## src/rtl/x_tp_mem_pkg.sv

```systemverilog
// Shared helpers for the two-port register-file memory and its FIFO controller.
package x_tp_mem_pkg;

  // Address width used by both the memory and the FIFO pointers; a single-entry
  // array still gets a 1-bit address so port widths never collapse to zero.
  function automatic int unsigned addr_width(input int unsigned depth);
    return (depth > 1) ? $clog2(depth) : 1;
  endfunction

endpackage

```

## src/rtl/x_tp_mem.sv

```systemverilog
// Two-port register-file memory: one synchronous write port, one combinational
// read port. Storage array behind the FIFO controller; reads have zero latency so
// data is valid in the same cycle the controller's empty flag drops.
module x_tp_mem
  import x_tp_mem_pkg::*;
#(
  parameter int unsigned DW    = 8,
  parameter int unsigned DEPTH = 4
) (
  input  logic                               clk,
  input  logic                               rstn,
  input  logic                               we,
  input  logic [addr_width(DEPTH)-1:0]       waddr,
  input  logic [addr_width(DEPTH)-1:0]       raddr,
  input  logic [DW-1:0]                      d,
  output logic [DW-1:0]                      q
);

  localparam int unsigned AW = addr_width(DEPTH);

  logic [DW-1:0]    mem_q [DEPTH];
  logic [DEPTH-1:0] wen;

  // Per-entry write decode; addresses >= DEPTH match no entry and are dropped.
  always_comb begin
    wen = '0;
    for (int unsigned i = 0; i < DEPTH; i++) begin
      wen[i] = we && (waddr == AW'(i));
    end
  end

  // Entry storage: async clear, then at most one entry updated per edge.
  always_ff @(posedge clk or negedge rstn) begin
    if (!rstn) begin
      for (int unsigned i = 0; i < DEPTH; i++) begin
        mem_q[i] <= '0;
      end
    end else begin
      for (int unsigned i = 0; i < DEPTH; i++) begin
        // Mux form so an X enable propagates X into the addressed entry only.
        mem_q[i] <= wen[i] ? d : mem_q[i];
      end
    end
  end

  // Combinational read; out-of-range addresses read as zero. No write bypass.
  always_comb begin
    q = '0;
    for (int unsigned i = 0; i < DEPTH; i++) begin
      if (raddr == AW'(i)) begin
        q = mem_q[i];
      end
    end
  end

endmodule

```

## config.mk

```make
export PLATFORM = sky130hd
export DESIGN_NAME = x_tp_mem
export DESIGN_NICKNAME = d
export VERILOG_FILES = /design/src/rtl/x_tp_mem_pkg.sv /design/src/rtl/x_tp_mem.sv
export SDC_FILE = /design/constraint.sdc
export NUM_CORES = 1
export LEC_CHECK = 0
export ABC_AREA = 1
export BUFFER_PORTS_ARGS = -buffer_cell sky130_fd_sc_hd__buf_2
export CAP_MARGIN = 20
export CORE_MARGIN = 4
export CORE_UTILIZATION = 58
export CTS_CLUSTER_DIAMETER = 120
export DETAILED_ROUTE_END_ITERATION = 10
export GPL_TIMING_DRIVEN = 0
export HOLD_SLACK_MARGIN = 0.05
export PLACE_DENSITY_LB_ADDON = 0.2
export SYNTH_ARGS = -nofsm -noshare
export SYNTH_HDL_FRONTEND = slang
export SYNTH_SLANG_ARGS = --single-unit
```

## constraint.sdc

```tcl
create_clock -name clk -period 1.4 [get_ports clk]
set_clock_uncertainty 0.15 [all_clocks]
set_input_delay 0.07 -clock clk [delete_from_list [all_inputs] [get_ports clk]]
set_output_delay 0.07 -clock clk [all_outputs]
set_load 0.05 [all_outputs]
```

==> impl_metrics.tcl, run 1 <==
set metrics [dict create \
    drt_iter0_drc 73 \
    largestRegisters "mem_q (32)" \
    crit_path_end_kind "primary output" \
    hold_class "in -> reg" \
    synth.largest_area_cell "dfrtp_1" \
    cts_tree "yes" \
    clock-sinks 32 \
    largest_reg_flops 32 \
    dp_hpwl_um 2217 \
    clk_latency_ns 0.32 \
    routed_via_density 5.813 \
    gp_congestion 0.8089 \
    rr_worst_depth 2 \
    cp.arrival_ns 1.14 \
    synth_fa_ha_area_share_pct 0 \
    design.portCount 23 \
    startpoint_type "flip-flop" \
    crit_required_ns 1.18 \
    period_share_pct 97.25 \
    layout_common_cells "nand2_1 (41), o21ai_0 (32), dfrtp_1 (32)" \
    antenna_cells 0 \
    critical_path_class "reg -> out" \
    synth_cell_type_count 10 \
    min_to "mem_q[31]" \
    drive_above_1_share_pct 17.86 \
    synth_top_cell_area_share_pct 57.09 \
    synthTopCellsByArea "dfrtp_1 (57%), o21ai_0 (11%), nand2_1 (11%)" \
    maxSlewHeadroom_pct 53.60 \
    hp-start "we" \
    overflow 0 \
    htreeDepth 2 \
    io_buffers 20 \
    ant_nets 0 \
    cts_buffers 5 \
    firstDrtPassIters 4 \
    grt_pass1_vias 1312 \
    grt_max_degree 33 \
    syn_inst 160 \
    rsz0062_at_grt "no" \
    synthMuxAreaShare_pct 0 \
    path_clk_slew_ns 0.10 \
    max_freq_mhz 734.5 \
    hold_viol 0 \
    drc 0 \
    fillerInstances 166 \
    synth_compound_area_share_pct 11.42 \
    synthSimpleGateAreaFrac_pct 25.07 \
    tightest_slew_ns 0.6960 \
    chipHeight_um 57.18 \
    post_dp_cell_area_mm2 0.001538 \
    synthXorXnorAreaFrac_pct 0 \
    p_leak_nw 0.8368 \
    ys_seq_area_share_pct 57.09 \
    drv_slew 0 \
    r2r_slack_ns 0.58 \
    core_mm2 0.002255 \
    r2r-end "mem_q[15]" \
    cts_setup_buffers 0 \
    grt_pass1_wl_um 5989 \
    vdd_drop_max_mv 0.8889 \
    syn-num-nets 175 \
    wl_um 3480 \
    drv_cap 0 \
    setup_viol 0 \
    area_growth_pct 21.23 \
    hold_path_depth 4 \
    critPathMaxFanout 2 \
    status "finished, final reports clean" \
    wl_per_cell_um 15.54 \
    layout_commonest_cell "nand2_1" \
    powerDensity_mw_per_mm2 1263 \
    top_register "mem_q" \
    syn_avg_cell_area_um2 8.766 \
    final.min_clock_period_ns 1.361 \
    start_util_pct 62.21 \
    crit-reg2reg-launch "mem_q[15]" \
    vias 1302 \
    die-area_mm2 0.003269 \
    synth_top_family_by_area "simple AND/OR/NAND/NOR gates" \
    rows 17 \
    final_nets 211 \
    syn-cell-area_mm2 0.001403 \
    ys_ff_latch 32 \
    fin_area_mm2 0.001700 \
    dieWidth_um 57.18 \
    cts_max_path_buffers 2 \
    fin_cells 224 \
    yosys_warnings 0 \
    cts-root-buf "clkbuf_4" \
    grt_usage_pct 24.20 \
    antenna_found_initial 0 \
    dp_cells 208 \
]
[cell families after synthesis]
group,after synthesis
flops,32
simple gates,78
compound gates,32
buf+inv,18
[area by class of cell]
cell class | count | area, µm² | share of cell area [%]
clock inverters | 1 | 5.005 | 0.2943
flip-flops and latches | 32 | 800.8 | 47.09
repair buffers | 29 | 214.0 | 12.58
well taps | 28 | 35.03 | 2.060
clock buffers | 6 | 41.29 | 2.428
inverters | 10 | 37.54 | 2.208
plain buffers | 8 | 52.55 | 3.091
multi-input cells | 110 | 514.2 | 30.24
[metal layers]
metal	part of all wire, %	track usage (%)	wire (µm)	vias to the layer above
met3	8.9	5.204	310	6
met1	41	32.59	1426	624
li1	-	-	-	615
met2	49	38.17	1703	57
met5	0	0	0	-
met4	1.1	9.934	39	0
[how the worst max path moves through the flow]
stage	start	to	slack (ns)	cells after the start
floorplan	raddr[1]	q[0]	0.20	4
global placement	raddr[1]	q[4]	-0.02	5
detailed placement	raddr[1]	q[1]	-0.06	5
CTS	mem_q[20]	q[4]	0.02	3
global route	mem_q[0]	q[0]	0.001	3
finish	mem_q[1]	q[1]	0.04	3
[power by group]
part	switching [mW]	internal, mW	leakage [nW]
Clock	0.289	0.185	0.0281
Combinational	0.342	0.182	0.409
Sequential	0.0794	1.07	0.399
Total	0.710	1.44	0.837
[metrics by stage]
step           util (%)  power [mW]  hold slack [ns]  setup WS (ns)  setup TNS (ns)
2_1_floorplan         -       1.495          -0.3756         0.1953               0
3_3_place_gp      68.20       1.617         -0.01804       -0.01691        -0.02628
3_5_place_dp      68.20       1.641         0.001355       -0.06173         -0.1931
4_1_cts           74.36       2.124           0.1072        0.01576               0
5_1_grt           75.42       2.271           0.1472       0.001430               0
6_report          75.42       2.147           0.1210        0.03854               0
[worst max-delay path, cell delays in order, from the launching register on]
cell and delay, ns:
dfrtp_1 0.39, nand3_1 0.10, nand4_1 0.15, buf_6 0.19
[repair_timing]
| item | in CTS | in global routing |
|---|---|---|
| hold buffers | 9 | 0 |
| endpoints found under the setup margin | 8 | 8 |
| gates resized for setup | 1 | 15 |
| hold endpoints to repair | 64 | 0 |
[synth_stat cells (all sizes together)]
cell / instances
buf: 8
dfrtp: 32
inv: 10
nand2: 41
nand3: 25
nand3b: 2
nand4: 8
nor2: 2
o21ai: 32
(Power assumes the default switching activity.)
==> run 2, diff against run 1 <==
==> constraint.sdc (replaced) <==
create_clock -name clk -period 1.4 [get_ports clk]
set_clock_uncertainty 0.15 [all_clocks]
set_input_delay 0.07 -clock clk [delete_from_list [all_inputs] [get_ports clk]]
set_output_delay 0.07 -clock clk [all_outputs]
set_load 0.01 [all_outputs]
==> impl_metrics.tcl, run 2 (same netlist as run 1, synthesis figures left out) <==
set metrics [dict create \
    hold_class "in -> reg" \
    dr.max_layer_used "met4" \
    io_buffers 20 \
    ant_nets 0 \
    setup_tns_ns 0 \
    clk_latency_ns 0.32 \
    dp_hpwl_um 2217 \
    antenna_cells 0 \
    path_clk_slew_ns 0.10 \
    clock-sinks 32 \
    cts_buffers 5 \
    design.portCount 23 \
    routed_via_density 5.781 \
    htreeDepth 2 \
    wl_met2_um 1696 \
    vdd_drop_max_mv 0.8791 \
    fillerInstances 171 \
    layout_commonest_cell "nand2_1" \
    grt_pass1_wl_um 5989 \
    grt_max_degree 33 \
    grt_pass1_vias 1312 \
    powerDensity_mw_per_mm2 1192 \
    cts_max_path_buffers 2 \
    start_util_pct 62.21 \
    wl_um 3459 \
    final_util_pct 74.36 \
    max_freq_mhz 761.7 \
    startpoint_type "flip-flop" \
    period_share_pct 93.77 \
    cts_setup_buffers 0 \
    crit_path_end_kind "primary output" \
    crit_required_ns 1.18 \
    slowest_delay_ns 0.39 \
    cts_tree "yes" \
    antenna_found_initial 0 \
    rsz0062_at_grt "no" \
    slowest_stage "dfrtp_1" \
    dr_wl_met3_um 332 \
    hold_viol 0 \
    wl_met1_um 1386 \
    critPathBufInv 1 \
    firstDrtPassIters 4 \
    drive_above_1_share_pct 17.86 \
    drv_cap 0 \
    path_cells "nand3_1 -> nand4_1 -> buf_2" \
    cts-root-buf "clkbuf_4" \
    final.min_clock_period_ns 1.313 \
    setup_viol 0 \
    status "finished, final reports clean" \
    top_register "mem_q" \
    overflow 0 \
    vias 1295 \
    critical_path_class "reg -> out" \
    final_nets 211 \
    die-area_mm2 0.003269 \
    grt_usage_pct 24.20 \
    chipHeight_um 57.18 \
    largest_reg_flops 32 \
    drc 0 \
    layout_common_cells "nand2_1 (41), o21ai_0 (32), dfrtp_1 (32)" \
    critPathMaxFanout 2 \
    gp_congestion 0.8089 \
    core_mm2 0.002255 \
    largestRegisters "mem_q (32)" \
    cp.arrival_ns 1.09 \
    maxSlewHeadroom_pct 52.87 \
    rows 17 \
    area_growth_pct 19.54 \
    wl_per_cell_um 15.44 \
    p_leak_nw 0.8329 \
    drt_iter0_drc 77 \
    dieWidth_um 57.18 \
    path_delay_family "flip-flops" \
    drv_slew 0 \
    tightest_slew_ns 0.7070 \
]
run 2: changes by cell type in the layout (fill, tap and decap cells not counted):
cell	before	now
buf_2	18	26
buf_4	5	0
clkbuf_4	7	5
buf_6	3	2
run 2: per-layer routing:
| layer | global-route usage [%] | up-vias |
|---|---|---|
| met5 | 0 | - |
| met4 | 9.934 | 0 |
| met3 | 5.204 | 8 |
| met2 | 38.17 | 66 |
| met1 | 32.59 | 609 |
| li1 | - | 612 |
run 2: timing repair:
action / in CTS / in global routing
hold buffers: 9 / 0
hold endpoints to repair: 64 / 0
resized for setup: 0 / 1
setup endpoints to repair: 0 / 8
run 2: power by group:
part	total (mW)	switching, mW	internal (mW)
sequential	1.15	0.0791	1.07
clock	0.481	0.296	0.185
combinational	0.369	0.212	0.156
run 2: worst paths after layout:
path	start	endpoint	slack, ns	cells past startpoint
setup reg to reg	mem_q[14]	mem_q[14]	0.59	2
setup / recovery	mem_q[1]	q[1]	0.09	3
hold / removal	waddr[1]	mem_q[0]	0.11	4
hold reg to reg	mem_q[31]	mem_q[31]	0.34	2
max in group asynchronous	rstn	mem_q[29]	0.47	2
min in group asynchronous	rstn	mem_q[9]	0.17	2
run 2: stage by stage:
stage,area [µm²],std cells,setup slack (ns),power [mW],hold slack (ns)
finish,1677,224,0.08716,1.999,0.1122
global route,1677,224,0.04660,2.118,0.1472
CTS,1674,224,0.07109,1.998,0.1072
detailed placement,1538,208,0.07087,1.516,0.001355
global placement,1538,208,0.1158,1.492,-0.01804
floorplan,1403,160,0.4643,1.369,-0.3756
run 2: worst reg2reg max path: cells and delay by family (launching register included):
family	cells	cell delay (ns)
AOI/OAI and AO/OA	1	0.09
DFF	1	0.39
and+or+nand+nor	1	0.07
run 2: final cells by class:
class	instances	area (µm²)	share of cell area, %
Inverter	10	37.54	2.239
Sequential cell	32	800.8	47.76
Timing Repair Buffer	29	190.2	11.34
Multi-Input combinational cell	110	514.2	30.67
Clock buffer	6	41.29	2.463
Clock inverter	1	5.005	0.2985
Buffer	8	52.55	3.134
Tap cell	28	35.03	2.090
